### config.mk
export PLATFORM = sky130hd
export DESIGN_NAME = wb_stage_flat
export DESIGN_NICKNAME = d
export VERILOG_FILES = /design/src/rtl/wb_stage_if.sv /design/src/rtl/wb_stage.sv /design/src/flat_wrapper.sv
export SDC_FILE = /design/constraint.sdc
export NUM_CORES = 1
export LEC_CHECK = 0
export CAP_MARGIN = 20
export CORE_ASPECT_RATIO = 2
export CORE_MARGIN = 5
export CORE_UTILIZATION = 46
export CTS_BUF_LIST = sky130_fd_sc_hd__clkbuf_2
export CTS_CLUSTER_SIZE = 8
export DETAILED_ROUTE_END_ITERATION = 12
export PLACE_DENSITY = 0.88
export SLEW_MARGIN = 20
export SYNTH_ARGS = -nofsm -noshare
export SYNTH_HDL_FRONTEND = slang
export SYNTH_SLANG_ARGS = --single-unit
### constraint.sdc
create_clock -name clk -period 2.7 [get_ports clk]
set_clock_uncertainty 0.05 [all_clocks]
set_input_delay 0.54 -clock clk [delete_from_list [all_inputs] [get_ports clk]]
set_output_delay 0.54 -clock clk [all_outputs]
set_load 0.01 [all_outputs]
### src/rtl/wb_stage_if.sv
// wb_stage_if: bundle between MEM, data memory response and the writeback stage
//   master modport (MEM/dmem/regfile side): drives in_*, dmem_*; observes in_ready and regfile write port
//   slave modport  (wb_stage side): receives in_*, dmem_*; drives in_ready, RegWrite, Rd, Write_data, load_err
interface wb_stage_if #(parameter int XLEN = 32);
    logic            in_valid;
    logic            in_ready;
    logic            in_reg_write;
    logic [4:0]      in_rd;
    logic [1:0]      in_wb_sel;
    logic [2:0]      in_funct3;
    logic [1:0]      in_addr_lo;
    logic [XLEN-1:0] in_alu_result;
    logic [XLEN-1:0] in_pc_plus4;
    logic            dmem_rvalid;
    logic [XLEN-1:0] dmem_rdata;
    logic            RegWrite;
    logic [4:0]      Rd;
    logic [XLEN-1:0] Write_data;
    logic            load_err;
    modport master (
        output in_valid, in_reg_write, in_rd, in_wb_sel, in_funct3, in_addr_lo,
               in_alu_result, in_pc_plus4, dmem_rvalid, dmem_rdata,
        input  in_ready, RegWrite, Rd, Write_data, load_err
    );
    modport slave (
        input  in_valid, in_reg_write, in_rd, in_wb_sel, in_funct3, in_addr_lo,
               in_alu_result, in_pc_plus4, dmem_rvalid, dmem_rdata,
        output in_ready, RegWrite, Rd, Write_data, load_err
    );
endinterface

### src/rtl/wb_stage.sv
// wb_stage: RV32I writeback stage; selects ALU/load/PC+4, waits for and aligns load data, drives regfile write
//   clk, rst_n (async active-low), bus (wb_stage_if.slave: MEM handshake, dmem response, regfile write port)
//   Optional WB_TIMEOUT_EN: abort a load with load_err after LOAD_TIMEOUT cycles without dmem_rvalid
module wb_stage #(
    parameter int XLEN         = 32,
    parameter int LOAD_TIMEOUT = 16
) (
    input logic       clk,
    input logic       rst_n,
    wb_stage_if.slave bus
);
    typedef enum logic {IDLE, WAIT_LOAD} state_t;
    state_t          state_q, state_d;
    logic            lrw_q, lrw_d;
    logic [4:0]      lrd_q, lrd_d;
    logic [2:0]      f3_q, f3_d;
    logic [1:0]      a_q, a_d;
    logic            reg_write_q, reg_write_d;
    logic [4:0]      rd_q, rd_d;
    logic [XLEN-1:0] wdata_q, wdata_d;
    logic            err_q, err_d;
    logic [7:0]      byte_v;
    logic [15:0]     half_v;
    logic [XLEN-1:0] ld_val;
    logic            ld_bad;
    logic            expire;
    assign byte_v = bus.dmem_rdata[8*a_q +: 8];
    assign half_v = bus.dmem_rdata[16*a_q[1] +: 16];
    // funct3[2] selects zero-extension, funct3[1:0] the access size
    assign ld_val = f3_q[1] ? bus.dmem_rdata :
                    f3_q[0] ? {{(XLEN-16){half_v[15] & ~f3_q[2]}}, half_v} :
                              {{(XLEN-8){byte_v[7] & ~f3_q[2]}}, byte_v};
    assign ld_bad = (f3_q[1:0] == 2'b11) || (f3_q[2] && f3_q[1]) ||
                    (f3_q[1:0] == 2'b01 && a_q[0]) || (f3_q[1:0] == 2'b10 && a_q != 2'b00);
`ifdef WB_TIMEOUT_EN
    localparam int CW = $clog2(LOAD_TIMEOUT) + 1;
    logic [CW-1:0] cnt_q, cnt_d;
    // held at zero in IDLE so it starts clean on every WAIT_LOAD entry
    assign cnt_d  = (state_q == IDLE || bus.dmem_rvalid) ? '0 : cnt_q + 1'b1;
    assign expire = (cnt_q == CW'(LOAD_TIMEOUT - 1));
    always_ff @(posedge clk or negedge rst_n) begin
        if (!rst_n) cnt_q <= '0;
        else        cnt_q <= cnt_d;
    end
`else
    logic timeout_unused;
    assign timeout_unused = (LOAD_TIMEOUT == 0);
    assign expire = 1'b0;
`endif
    always_comb begin
        state_d     = state_q;
        lrw_d       = lrw_q;
        lrd_d       = lrd_q;
        f3_d        = f3_q;
        a_d         = a_q;
        reg_write_d = 1'b0;
        rd_d        = rd_q;
        wdata_d     = wdata_q;
        err_d       = 1'b0;
        if (state_q == IDLE) begin
            if (bus.in_valid) begin
                if (bus.in_wb_sel == 2'b01) begin
                    state_d = WAIT_LOAD;
                    lrw_d   = bus.in_reg_write;
                    lrd_d   = bus.in_rd;
                    f3_d    = bus.in_funct3;
                    a_d     = bus.in_addr_lo;
                end else begin
                    reg_write_d = bus.in_reg_write && (bus.in_rd != 5'd0) && (bus.in_wb_sel != 2'b11);
                    rd_d        = bus.in_rd;
                    wdata_d     = (bus.in_wb_sel == 2'b10) ? bus.in_pc_plus4 : bus.in_alu_result;
                end
            end
        end else if (bus.dmem_rvalid) begin
            // rvalid beats the timeout when both land in the same cycle
            state_d     = IDLE;
            err_d       = ld_bad;
            reg_write_d = !ld_bad && lrw_q && (lrd_q != 5'd0);
            if (!ld_bad) begin
                rd_d    = lrd_q;
                wdata_d = ld_val;
            end
        end else if (expire) begin
            state_d = IDLE;
            err_d   = 1'b1;
        end
    end
    always_ff @(posedge clk or negedge rst_n) begin
        if (!rst_n) begin
            state_q     <= IDLE;
            lrw_q       <= 1'b0;
            lrd_q       <= '0;
            f3_q        <= '0;
            a_q         <= '0;
            reg_write_q <= 1'b0;
            rd_q        <= '0;
            wdata_q     <= '0;
            err_q       <= 1'b0;
        end else begin
            state_q     <= state_d;
            lrw_q       <= lrw_d;
            lrd_q       <= lrd_d;
            f3_q        <= f3_d;
            a_q         <= a_d;
            reg_write_q <= reg_write_d;
            rd_q        <= rd_d;
            wdata_q     <= wdata_d;
            err_q       <= err_d;
        end
    end
    assign bus.in_ready   = (state_q == IDLE);
    assign bus.RegWrite   = reg_write_q;
    assign bus.Rd         = rd_q;
    assign bus.Write_data = wdata_q;
    assign bus.load_err   = err_q;
endmodule

### src/flat_wrapper.sv
// flat-port wrapper written by rule: the top's interface ports become plain ports
module wb_stage_flat 
#(
    parameter int XLEN         = 32,
    parameter int LOAD_TIMEOUT = 16
)
  (clk, rst_n, bus_in_valid, bus_in_reg_write, bus_in_rd, bus_in_wb_sel, bus_in_funct3, bus_in_addr_lo, bus_in_alu_result, bus_in_pc_plus4, bus_dmem_rvalid, bus_dmem_rdata, bus_in_ready, bus_RegWrite, bus_Rd, bus_Write_data, bus_load_err);
  wb_stage_if #(.XLEN(XLEN)) bus_i ();
  input logic clk;
  input logic rst_n;
  input wire logic [$bits(bus_i.in_valid)-1:0] bus_in_valid;
  input wire logic [$bits(bus_i.in_reg_write)-1:0] bus_in_reg_write;
  input wire logic [$bits(bus_i.in_rd)-1:0] bus_in_rd;
  input wire logic [$bits(bus_i.in_wb_sel)-1:0] bus_in_wb_sel;
  input wire logic [$bits(bus_i.in_funct3)-1:0] bus_in_funct3;
  input wire logic [$bits(bus_i.in_addr_lo)-1:0] bus_in_addr_lo;
  input wire logic [$bits(bus_i.in_alu_result)-1:0] bus_in_alu_result;
  input wire logic [$bits(bus_i.in_pc_plus4)-1:0] bus_in_pc_plus4;
  input wire logic [$bits(bus_i.dmem_rvalid)-1:0] bus_dmem_rvalid;
  input wire logic [$bits(bus_i.dmem_rdata)-1:0] bus_dmem_rdata;
  output wire logic [$bits(bus_i.in_ready)-1:0] bus_in_ready;
  output wire logic [$bits(bus_i.RegWrite)-1:0] bus_RegWrite;
  output wire logic [$bits(bus_i.Rd)-1:0] bus_Rd;
  output wire logic [$bits(bus_i.Write_data)-1:0] bus_Write_data;
  output wire logic [$bits(bus_i.load_err)-1:0] bus_load_err;
  assign bus_i.in_valid = bus_in_valid;
  assign bus_i.in_reg_write = bus_in_reg_write;
  assign bus_i.in_rd = bus_in_rd;
  assign bus_i.in_wb_sel = bus_in_wb_sel;
  assign bus_i.in_funct3 = bus_in_funct3;
  assign bus_i.in_addr_lo = bus_in_addr_lo;
  assign bus_i.in_alu_result = bus_in_alu_result;
  assign bus_i.in_pc_plus4 = bus_in_pc_plus4;
  assign bus_i.dmem_rvalid = bus_dmem_rvalid;
  assign bus_i.dmem_rdata = bus_dmem_rdata;
  assign bus_in_ready = bus_i.in_ready;
  assign bus_RegWrite = bus_i.RegWrite;
  assign bus_Rd = bus_i.Rd;
  assign bus_Write_data = bus_i.Write_data;
  assign bus_load_err = bus_i.load_err;
  wb_stage #(.XLEN(XLEN), .LOAD_TIMEOUT(LOAD_TIMEOUT)) u_core (.clk(clk), .rst_n(rst_n), .bus(bus_i));
endmodule
# Yosys cells after proc, flatten, opt, wreduce, memory -nomap -nowiden
# Index checks and enable logic that the tools add are counted.
# totals
regBits	51
latch_bits	0
ram_bits	0
romBits	0
input_bits	113
out_inout_bits	40
elab_cells	64
memories	0
# op_classes
addsub	0
mul	0
n_div	0
n_lt_le_gt_ge	0
n_eq_ne	9
n_shift	2
mux	23
n_bitwise	4
n_reduce_logical	17
# op_table
op	count
2-to-1 mux 32 bit	8
indexed part select 32 x 6 -> 16 bit	1
indexed part select 32 x 6 -> 8 bit	1
2-to-1 mux 5 bit	5
2-to-1 mux 1 bit	10
nonzero test 5 bit	2
logical AND 1 bit	7
equality test 2 bit (second input constant)	3
!= test 2 bit (second input constant)	3
equality test 2 x 1 -> 1 bit (second input constant)	2
AND reduction 4 bit	1
nonzero test 2 bit	2
logical OR 1 bit	3
AND reduction 3 bit	1
AND 1 bit	2
!= test 2 x 1 -> 1 bit (second input constant)	1
NOT 1 bit	2
logical NOT 1 bit	1

# Depth between registers and ports, before layout
# Gate-level depths: netlist (run 1).
# logic_depth
word_depth	9
depth_mapped	7
depth_no_buf	4

# Worst setup path before layout (run 1)
# No wires, ideal clock.
# synth_timing
path_kind	input to register
start	input bus_in_wb_sel[1]
end	register u_core.wdata_q[31] (netlist: u_core.bus.Write_data[31])
setup_time_ns	0.125
arrival_ns	1.526
t_required_ns	2.525
path_slack_ns	0.999
cell_stages	6
n_path_buf	2
cell_sequence	nor2b_1 -> buf_2 -> buf_2 -> mux2_2 -> o21ai_0 -> o2bb2ai_1
# synth_between
elab_chain_len	5
elab_cells_between_ends	8
classes_between	3 x eq/ne; 4 x mux; 1 x reduce/logical
# synth_rtl
item	line_no	text
start: declaration	flat_wrapper.sv:14	input wire logic [$bits(bus_i.in_wb_sel)-1:0] bus_in_wb_sel;
equality test 2 bit	wb_stage.sv:71	wdata_d = (bus.in_wb_sel == 2'b10) ? bus.in_pc_plus4 : bus.in_alu_result;
2-to-1 mux 32 bit	wb_stage.sv:71	
2-to-1 mux 32 bit	wb_stage.sv:62	if (bus.in_wb_sel == 2'b01) begin
2-to-1 mux 32 bit	wb_stage.sv:61	if (bus.in_valid) begin
2-to-1 mux 32 bit	wb_stage.sv:60	if (state_q == IDLE) begin
end signal: assignment	wb_stage.sv:107	wdata_q <= wdata_d;
end: declaration	wb_stage.sv:20	logic [XLEN-1:0] wdata_q, wdata_d;
# Parallel ways exist; a longest one is shown, timed or not. The select of a mux whose other input is x is not followed.
# A chain may end at the register's enable or synchronous reset.

# Final worst setup path (run 1)
# layout_timing
start	register u_core.state_q
end	output bus_in_ready
# layout_between
elab_chain_len	1
# layout_rtl
item	line_no	text
start: declaration	wb_stage.sv:13	state_t state_q, state_d;
start signal: assignment	wb_stage.sv:100	state_q <= state_d;
NOT 1 bit (no line)	n/a	
end: declaration	flat_wrapper.sv:21	output wire logic [$bits(bus_i.in_ready)-1:0] bus_in_ready;
# No other way between the ends.

==> results of run 1 <==
-- logic make-up after synthesis --
kind of cell,count (synthesis)
AO/OA/AOI/OAI,123
buffers and inverters,36
flip-flops,51
multiplexers,55
AND/OR/NAND/NOR,57
-- registers in the layout, indices dropped and copies added (netlist names) --
signal,count
u_core.bus.Write_data,32
u_core.bus.Rd,5
u_core.lrd_q,5
u_core.f3_q,3
u_core.a_q,2
u_core.bus.RegWrite,1
u_core.bus.load_err,1
u_core.lrw_q,1
u_core.state_q,1
-- cell usage after synthesis (all sizes together) (2+ instances only) --
cell type	count
nand2	5
buf	17
inv	3
or4	2
a31o	5
dfrtp	51
nand2b	4
o2bb2ai	16
mux2i	6
and3b	2
clkbuf	15
o21ai	28
nor2b	5
a211oi	7
o211ai	3
o41ai	2
nand3	17
a21oi	16
nor3	7
nor2	4
a2111oi	5
o22ai	21
or3	3
o2111ai	3
a211o	3
mux2	48
o31ai	6
nand3b	4
-- cell usage in the layout (no fill, tap or decap), drive strengths merged, types with 4 or more instances in the layout --
master         instances
a21oi                 16
o22ai                 21
nor2b                  5
a31o                   5
mux2                  48
a211oi                 7
nor3                   7
clkdlybuf4s50        151
nand3b                 4
nand3                 17
nor2                   4
o21ai                 28
a2111oi                5
mux2i                  6
dfrtp                 51
o31ai                  6
nand2b                 4
clkbuf                 6
o2bb2ai               16
nand2                  5
buf                   12
-- path summary, 6_finish.rpt --
| check | cells after the start | slack [ps] | from | end |
|---|---|---|---|---|
| max reg2reg | 4 | 430 | u_core.f3_q[0]$_DFFE_PN0P_ | u_core.bus.Rd[4]$_DFFE_PN0P_ |
| max in group asynchronous | 3 | 1260 | rst_n | u_core.lrd_q[3]$_DFFE_PN0P_ |
| min in group asynchronous | 2 | 520 | rst_n | u_core.bus.Write_data[11]$_DFFE_PN0P_ |
| min reg2reg | 1 | 470 | u_core.bus.Write_data[23]$_DFFE_PN0P_ | u_core.bus.Write_data[23]$_DFFE_PN0P_ |
| max | 2 | 250 | u_core.state_q$_DFF_PN0_ | bus_in_ready |
| min | 1 | 470 | u_core.bus.Write_data[23]$_DFFE_PN0P_ | u_core.bus.Write_data[23]$_DFFE_PN0P_ |
-- timing repair --
| item | 4_1_cts | 5_1_grt |
|---|---|---|
| setup buffers | 0 | 0 |
| hold buffers | 1 | 0 |
| gates resized for setup | 0 | 2 |
| endpoints found under the hold margin | 23 | 0 |
| endpoints found under the setup margin | 0 | 1 |
-- stage by stage --
step,setup slack (ps),instances
after floorplan,999,322
after detailed placement,228,543
after global routing,159,553
final,248,553
after CTS,75.4,552
after global placement,306,543
-- routing by layer --
layer | share of wire [%] | GRT usage (%) | vias to the layer above
li1 | - | - | 1548
met1 | 34 | 26.9 | 1605
met2 | 53 | 47.6 | 172
met3 | 6.2 | 4.77 | 48
met4 | 6.3 | 17.7 | 0
met5 | 0 | 0 | -
-- layout make-up --
class,instances,area (um2),share of cell area [%]
multi-input cells,235,1820,37.2
repair buffers,164,1620,33.2
flip-flops and latches,51,1280,26.1
well taps,90,113,2.30
clock buffers,6,30.0,0.615
inverters,4,18.8,0.384
clock inverters,2,7.51,0.154
diodes,1,2.50,0.0512
-- power by group --
part           leakage [nW]  switching (mW)  internal, mW
registers             0.618           0.159         0.958
clock network        0.0281           0.238        0.0623
logic                  1.17           0.569         0.716
==> metrics.cfg, run 1 <==
[layout]
finalNetCount=574
final_util_pct=70.4
area_growth_pct=50.0
drive_above_1_share_pct=17.3
nFillCells=533
final_area_um2=4890

[logic_synthesis]
synth_top_family_by_area=compound AO/OA/AOI/OAI gates
yosys.area.top_type=dfrtp_1
synth-simple-area-share_pct=10.3
syn_inst=322
synth-edff-count=0
syn_area_um2=3260
syn_area_per_cell_um2=10.1
yosysSeqAreaShare_pct=39.2
synth_area_leaders=dfrtp_1 39%, mux2_2 17%, o2bb2ai_1 4.3%
synth-compound-area-share_pct=26.0
yosys-mux-area-fraction_pct=19.1
synthFlopType=dfrtp_1
synth_top_area_share_pct=39.2
synth_xor_area_share_pct=0
yosys_warnings=0
synth-seq-cells=51
synth_fa_ha_area_share_pct=0
syn_nets=435
async_flop_share_pct=100
ys_types=48

[sta]
fin_tns_setup_ps=0
slew_viol_final=0
hold_ws_ps=475
rsz0062_at_grt=no
relSlewSlack_pct=53.2
period_minus_slack_ps=2450
finalSetupViolations=0
post-route-period-util_pct=90.8
hold_viol=0
tightestPinTransition_ps=701
fmax_mhz=408

[clock_tree]
numCtsBuffers=5
clk_pin_slew_ps=240
htree_levels=2
cts_buffer_depth=2
numClockSinks=51
cts_tree=yes
clk_latency_ps=440
cts_root_buf=clkbuf_2

[detailed_routing]
drt_iter0_drc=182
vias_per_cell=6.10
wl_per_cell_um=21.0
drc_errors=0
vias=3373
antenna_left=0
wl_um=11600
drt_pre_antenna_iters=5

[setup_path]
required_ps=2110
crit_path_max_fanout=12
critPathKind=reg -> out
slowest_delay_ps=570
startpoint_type=flop
worstPathArrival_ps=1860
crit_slowest_cell=dfrtp_2
crit_family=buffers and inverters
cp-end-kind=output port
crit_path_cell_trace=clkinvlp_4, clkdlybuf4s50_1
cp.buffers_inverters=2

[place]
gp_congestion=0.870
placed_area_um2=4830
hpwl_um=8950
port_buffers=152

[floorplanning]
die_h_um=129
fp.dieArea_um2=8970
ios=153
core_um2=6940
fp.dieW_um=69.5
initial_core_util_pct=46.9
rows=43

[power_and_ir_drop]
leakage_nw=1.82
ir_drop_mv=0.315
power_density_nw_per_um2=553
finalPower_mw=2.70

[grt]
grt_pass1_wl_um=18500
first_global_vias=3632
grt-ovfl-total=0
antenna_found_initial=1
grt_max_degree=39
gr-usage-all-layers_pct=26.2

[hold_path]
hold_path_class=reg -> reg

[outcome]
status=finished, final reports clean

[job]
maxCapViolations=0

Power figures use the tool's default switching activity.
==> run 2, diff against run 1 <==
MAX_ROUTING_LAYER = met4   (was unset)
==> run 2 against run 1 <==
Effect of this change: total power increased by 0.74%; global-route usage decreased by 0.43 points; flip-flop and latch count unchanged; largest cell class unchanged; final cell count increased by 0.18%; via count decreased by 0.36%; clock power increased by 5%; maximum frequency decreased by 5.0%; non-clock buffer count unchanged; critical path type unchanged; sequential share of layout area about the same.
==> metrics.cfg, run 2 (synthesis results as in run 1) <==
[detailed_routing]
vias=3361
vias_per_cell=6.07
drt_iter0_drc=244
wl_um=11500
drc_errors=0
drt_pre_antenna_iters=5
antenna_left=0
wl_per_cell_um=20.8

[setup_path]
crit_path_max_fanout=12
rrSetupSlack_ps=380
critPathKind=reg -> out
required_ps=2110
reg2regPathDepth=5
r2r-end=u_core.bus.Write_data[28]$_DFFE_PN0P_
cp-end-kind=output port
worstPathArrival_ps=1990
crit_slowest_cell=clkdlybuf4s50_1
crit_path_cell_trace=inv_1, clkdlybuf4s50_1
startpoint_type=flop
slowest_delay_ps=610
r2r_start=u_core.state_q$_DFF_PN0_

[power_and_ir_drop]
ir_drop_mv=0.321
pwr-share-clk_pct=11.5
leakage_nw=1.82
power_switching_share_pct=36.1
p_seq_share_pct=41.0
finalPower_mw=2.72
internal-power_mw=1.74
p_sw_uw=982
combPwrFrac_pct=47.4
power_density_nw_per_um2=557

[clock_tree]
cts_resized=0
clk_pin_slew_ps=240
clk_latency_ps=420
htree_levels=2
numClockSinks=51
cts_setup_buffers=0
ctsHoldBuffers=1
cts_tree=yes
numCtsBuffers=5
cts_root_buf=clkbuf_2
cts_buffer_depth=2

[floorplanning]
fp.dieW_um=69.5
die_h_um=129
ios=153
core_um2=6940
rows=43
fp.dieArea_um2=8970
initial_core_util_pct=46.9

[place]
hpwl_um=8970
port_buffers=152
dp.cells=543
gp_congestion=0.891

[layout]
final_cells=554
nFillCells=514
largest_register_ff_count=32
finalNetCount=574
mostFrequentLayoutCell=clkdlybuf4s50_1
area_growth_pct=50.1
drive_above_1_share_pct=17.3
final_cell_mix=151 x clkdlybuf4s50_1, 51 x dfrtp_1, 48 x mux2_2, 27 x o21ai_0, 21 x o22ai_1
final_util_pct=70.4

[sta]
tightestPinTransition_ps=676
relSlewSlack_pct=54.8
fin_tns_setup_ps=0
hold_ws_ps=480
hold_viol=0
slew_viol_final=0
finalSetupViolations=0
period_minus_slack_ps=2580
post-route-period-util_pct=95.6
fmax_mhz=388
rsz0062_at_grt=no

[grt]
gr-usage-all-layers_pct=25.7
grt_max_degree=39
antenna_found_initial=2
grt-ovfl-total=0
grt_pass1_wl_um=17700
first_global_vias=3507

[outcome]
status=finished, final reports clean

[hold_path]
min_from=u_core.bus.Write_data[18]$_DFFE_PN0P_
hold_path_class=reg -> reg
holdPathStages=1
min_to=u_core.bus.Write_data[18]$_DFFE_PN0P_

[job]
maxCapViolations=0

[run 2: metrics by stage]
step / area [um2] / setup slack, ps
after global routing: 4890 / 31.7
final: 4890 / 120
after floorplan: 3260 / 999
after global placement: 4830 / 313
after CTS: 4880 / 124
after detailed placement: 4830 / 186
[run 2: area by class of cell]
type	instances	area (um2)	area share [%]
clock inverters	2	12.5	0.256
multi-input cells	235	1820	37.1
flip-flops and latches	51	1280	26.1
clock buffers	6	30.0	0.614
inverters	4	15.0	0.307
diodes	2	5.00	0.102
repair buffers	164	1620	33.2
well taps	90	113	2.30
[run 2: worst max-delay path: cells and delay by family (launching register included)]
family	cells	cell delay, ps
DFF	1	580
buffers and inverters	2	980
[run 2: power by group through the flow]
stage	clock network, mW	logic (mW)	registers [mW]
finish	0.314	1.29	1.12
global route	0.350	1.37	1.14
CTS	0.320	1.29	1.11
detailed placement	0	1.29	1.12
global placement	0	1.25	1.12
floorplan	0	0.583	1.15
[run 2: how the worst max path moves through the flow]
stage	slack (ps)	to	from
finish	120	bus_in_ready	u_core.state_q$_DFF_PN0_
global route	30	bus_in_ready	u_core.state_q$_DFF_PN0_
global placement	310	u_core.bus.Write_data[21]$_DFFE_PN0P_	bus_in_wb_sel[0]
floorplan	1000	u_core.bus.Write_data[31]$_DFFE_PN0P_	bus_in_wb_sel[1]
detailed placement	190	u_core.bus.Write_data[30]$_DFFE_PN0P_	bus_in_wb_sel[0]
CTS	120	bus_in_ready	u_core.state_q$_DFF_PN0_
[run 2: routing by layer]
| layer | track usage, % | share of wire, % | vias up | routed length (um) |
|---|---|---|---|---|
| li1 | - | - | 1537 | - |
| met1 | 26.5 | 34 | 1594 | 3950 |
| met2 | 47.4 | 55 | 188 | 6390 |
| met3 | 2.97 | 5.9 | 42 | 686 |
| met4 | 13.2 | 4.5 | 0 | 525 |
| met5 | - | 0 | - | 0 |
==> run 3, diff against run 2 <==
PLACE_DENSITY = 0.92   (was 0.88)
==> run 3 against run 2 <==
Effect of this change: sequential share of layout area grew 0.10 points; global-route usage grew 1.1 points; sequential power is essentially flat; critical endpoint unchanged; highest routed layer unchanged.
==> metrics.cfg, run 3 (synthesis results as in run 1) <==
[floorplanning]
rows=43
die_h_um=129
initial_core_util_pct=46.9
core_um2=6940
fp.dieArea_um2=8970
fp.dieW_um=69.5
ios=153

[setup_path]
critPathKind=reg -> out
r2r-end=u_core.bus.Write_data[31]$_DFFE_PN0P_
reg2regPathDepth=5
rrSetupSlack_ps=390
startpoint_type=flop
worstPathArrival_ps=1850
startpoint=u_core.state_q$_DFF_PN0_
crit_path_max_fanout=12
required_ps=2110
cp-end-kind=output port
r2r_start=u_core.state_q$_DFF_PN0_

[detailed_routing]
vias=3330
drc_errors=0
antenna_left=0
wl_per_cell_um=21.0
drt_pre_antenna_iters=4
drt_iter0_drc=215
vias_per_cell=6.03
wl_um=11600

[power_and_ir_drop]
leakage_nw=1.81
ir_drop_mv=0.369
power_density_nw_per_um2=552

[layout]
nFillCells=546
finalNetCount=573
seq_area_um2=1280
largest_register_ff_count=32
mostFrequentLayoutCell=clkdlybuf4s50_1
area_growth_pct=49.7
multi_input_area_um2=1820
final_cells=552
final_cell_mix=151 x clkdlybuf4s50_1, 50 x dfrtp_1, 48 x mux2_2, 27 x o21ai_0, 21 x o22ai_1
drive_above_1_share_pct=17.4

[clock_tree]
cts_setup_buffers=0
clk_latency_ps=430
ctsHoldBuffers=0
cts_root_buf=clkbuf_2
cts_buffer_depth=2
cts_tree=yes
numClockSinks=51
htree_levels=2
clk_pin_slew_ps=260
numCtsBuffers=5
cts_resized=0

[sta]
tightestPinTransition_ps=732
slew_viol_final=0
period_minus_slack_ps=2440
post-route-period-util_pct=90.5
hold_viol=0
fin_tns_setup_ps=0
fmax_mhz=409
rsz0062_at_grt=no
finalSetupViolations=0
relSlewSlack_pct=51.1

[grt]
grt_pass1_wl_um=18500
grt_max_degree=52
antenna_found_initial=2
gr-usage-all-layers_pct=26.8
first_global_vias=3589
grt-ovfl-total=0

[outcome]
status=finished, final reports clean

[job]
maxCapViolations=0

[place]
hpwl_um=9120
gp_congestion=0.869
port_buffers=152
dp.cells=543

[hold_path]
hold_path_class=in -> async

[run 3: final cells by class]
class                           instances  share of cell area, %
Clock buffer                            5                  0.513
Tap cell                               90                   2.31
Multi-Input combinational cell        235                   37.2
Clock inverter                          2                  0.180
Timing Repair Buffer                  163                   33.1
Inverter                                4                  0.385
Sequential cell                        51                   26.2
Antenna cell                            2                  0.103
[run 3: where the power goes]
| group | internal (mW) | leakage (nW) | total [mW] | switching (mW) |
|---|---|---|---|---|
| Clock | 0.0547 | 0.0263 | 0.280 | 0.225 |
| Sequential | 0.958 | 0.618 | 1.12 | 0.163 |
| Combinational | 0.715 | 1.17 | 1.29 | 0.573 |
[run 3: through the flow]
stage               area [um2]  power (mW)  hold slack (ps)  worst slack (ps)  util [%]
detailed placement        4830        2.42              423               121      69.6
finish                    4870        2.69              115               256      70.2
global placement          4830        2.37              422               252      69.6
global route              4870        2.85              130               163      70.2
floorplan                 3260        1.73              194               999         -
CTS                       4860        2.70              120               112      70.1
[run 3: worst max path at each step]
stage / slack, ps / to
finish: 260 / bus_in_ready
global route: 160 / bus_in_ready
CTS: 110 / bus_in_ready
detailed placement: 120 / u_core.bus.Write_data[31]$_DFFE_PN0P_
global placement: 250 / u_core.bus.Write_data[19]$_DFFE_PN0P_
floorplan: 1000 / u_core.bus.Write_data[31]$_DFFE_PN0P_
[run 3: critical path, cell delays in order (launching register included)]
cell	delay, ps
dfrtp_2	580
clkinvlp_4	290
clkdlybuf4s50_1	550
[run 3: per-layer routing]
| layer | vias up | part of all wire, % | track usage (%) |
|---|---|---|---|
| met4 | 0 | 5.8 | 17.1 |
| met2 | 153 | 55 | 48.3 |
| li1 | 1526 | - | - |
| met3 | 43 | 4.8 | 4.07 |
| met1 | 1608 | 35 | 26.6 |
| met5 | - | 0 | - |
==> RTL edit (config.mk and constraints of run 1) <==
`XLEN` is set to 32 in 3 places; all go to 16.
--- a/src/rtl/wb_stage_if.sv
+++ b/src/rtl/wb_stage_if.sv
@@ -2,5 +2,5 @@
 //   master modport (MEM/dmem/regfile side): drives in_*, dmem_*; observes in_ready and regfile write port
 //   slave modport  (wb_stage side): receives in_*, dmem_*; drives in_ready, RegWrite, Rd, Write_data, load_err
-interface wb_stage_if #(parameter int XLEN = 32);
+interface wb_stage_if #(parameter int XLEN = 16);
     logic            in_valid;
     logic            in_ready;
--- a/src/rtl/wb_stage.sv
+++ b/src/rtl/wb_stage.sv
@@ -3,5 +3,5 @@
 //   Optional WB_TIMEOUT_EN: abort a load with load_err after LOAD_TIMEOUT cycles without dmem_rvalid
 module wb_stage #(
-    parameter int XLEN         = 32,
+    parameter int XLEN         = 16,
     parameter int LOAD_TIMEOUT = 16
 ) (
--- a/src/flat_wrapper.sv
+++ b/src/flat_wrapper.sv
@@ -2,5 +2,5 @@
 module wb_stage_flat 
 #(
-    parameter int XLEN         = 32,
+    parameter int XLEN         = 16,
     parameter int LOAD_TIMEOUT = 16
 )
Interface: changed (resized bus_Write_data, bus_dmem_rdata, bus_in_alu_result and bus_in_pc_plus4); port bits go from 153 to 89. The function was not compared with the original's and may differ.
==> RTL edit against run 1 <==
Synthesized area is 41% lower; non-clock buffer count is 69 lower; utilization is 0.74 points higher; clock power is 22% lower; sequential cell count is 16 lower; cell area is 40% lower; fmax is 12% higher; setup slack better by 0.26 ns; via count is 49% lower; routed wire length is 51% lower; total power is 40% lower; largest power group is now sequential cells.
==> RTL edit: results <==
yosys:
  synth-seq-area-share: 0.452
  synth_area_leaders: "dfrtp_1 45%, mux2i_1 14%, mux2_2 9.9%"
  synth.cells.most_frequent: "35 x dfrtp_1, 27 x mux2i_1, 17 x mux2_2"
  ys_types: 33
  synthesis.nets: 231
place:
  io_buffer_count: 88
  gp_congestion: 0.789
  pre_cts_ws_ns: 0.397
  hpwl_um: 4360
worst_setup_path:
  crit_family: "buffers and inverters"
  worstPathArrival_ns: 1.60
  slowest_stage: "dfrtp_1"
  critPathMaxFanout: 10
power_and_ir_drop:
  ir_worst_vdd_mv: 0.420
  p_leak_nw: 1.26
cells_and_area:
  final_layout_size_suffix_gt1_frac: 0.147
  largest_reg_flops: 16
  num_antenna_cells: 0
  nNetsFinal: 322
  fillerInstances: 305
status:
  status: "finished, final reports clean"
global_route:
  grt_pass1_vias: 1840
  grt_pass1_wl_um: 9220
  grt_usage: 0.210
  grt_max_degree: 36
  antenna_found_initial: 0
min_path:
  hold_class: "in -> async"
cts:
  cts_hold_buf: 0
  clk_pin_slew_ns: 0.19
  clock_latency_ns: 0.38
  postCtsSetupRepairBufs: 0
drt:
  via_per_inst: 5.58
  drt_iter0_markers: 31
  dr.pass1.iters: 4
sta:
  slew_headroom: 0.475
## RTL edit: cell count changes after synthesis, sizes merged, moves of 9 or more
cell	change
o2bb2ai	-16
clkbuf	-13
o21ai	-11
mux2i	+21
mux2	-29
dfrtp	-16
o22ai	-14
a221oi	+9
nand3	-17
a21oi	-15
## RTL edit: final cells by class
class,count,area [um^2],share of cell area
Clock buffer,6,30.0,0.0103
Clock inverter,2,7.51,0.00258
Inverter,3,11.3,0.00387
Multi-Input combinational cell,117,990,0.340
Sequential cell,35,876,0.301
Tap cell,52,65.1,0.0224
Timing Repair Buffer,95,928,0.319
## RTL edit: final timing paths
check                                                 startpoint                                     to  cells after the start  slack [ns]
min reg2reg                u_core.bus.Write_data[12]$_DFFE_PN0P_  u_core.bus.Write_data[12]$_DFFE_PN0P_                      1        0.45
min                                                        rst_n   u_core.bus.Write_data[4]$_DFFE_PN0P_                      1        0.15
max                                     u_core.state_q$_DFF_PN0_                           bus_in_ready                      2        0.51
max in group asynchronous                                  rst_n             u_core.f3_q[0]$_DFFE_PN0P_                      1        1.92
min in group clk           u_core.bus.Write_data[12]$_DFFE_PN0P_  u_core.bus.Write_data[12]$_DFFE_PN0P_                      1        0.45
max reg2reg                           u_core.f3_q[1]$_DFFE_PN0P_   u_core.bus.Write_data[0]$_DFFE_PN0P_                      4        0.69
## RTL edit: power by group
group          internal (mW)  switching, mW  leakage, nW  total [mW]
Combinational          0.386          0.254        0.803       0.640
Sequential             0.644          0.115        0.428       0.758
Clock                 0.0623          0.172       0.0281       0.235
Total                   1.09          0.541         1.26        1.63
## RTL edit: kinds of logic after synthesis
group,share of synthesized area
flip-flops,0.452
AO/OA/AOI/OAI,0.190
buffers and inverters,0.0394
multiplexers,0.250
AND/OR/NAND/NOR,0.0685
## RTL edit: metrics by stage
step | utilization | hold WS, ns | instances | cell area [um^2]
finish | 0.711 | 0.149 | 310 | 2910
global route | 0.711 | 0.170 | 310 | 2910
CTS | 0.711 | 0.169 | 310 | 2910
detailed placement | 0.702 | 0.416 | 302 | 2870
global placement | 0.702 | 0.411 | 302 | 2870
floorplan | - | 0.194 | 166 | 1940
## RTL edit: layer usage
metal / global-route usage / vias to the layer above / part of all wire
li1: - / 811 / -
met1: 0.212 / 844 / 0.38
met3: 0.0510 / 8 / 0.052
met4: 0.0713 / 0 / 0.016
met2: 0.411 / 68 / 0.56
met5: 0 / - / 0
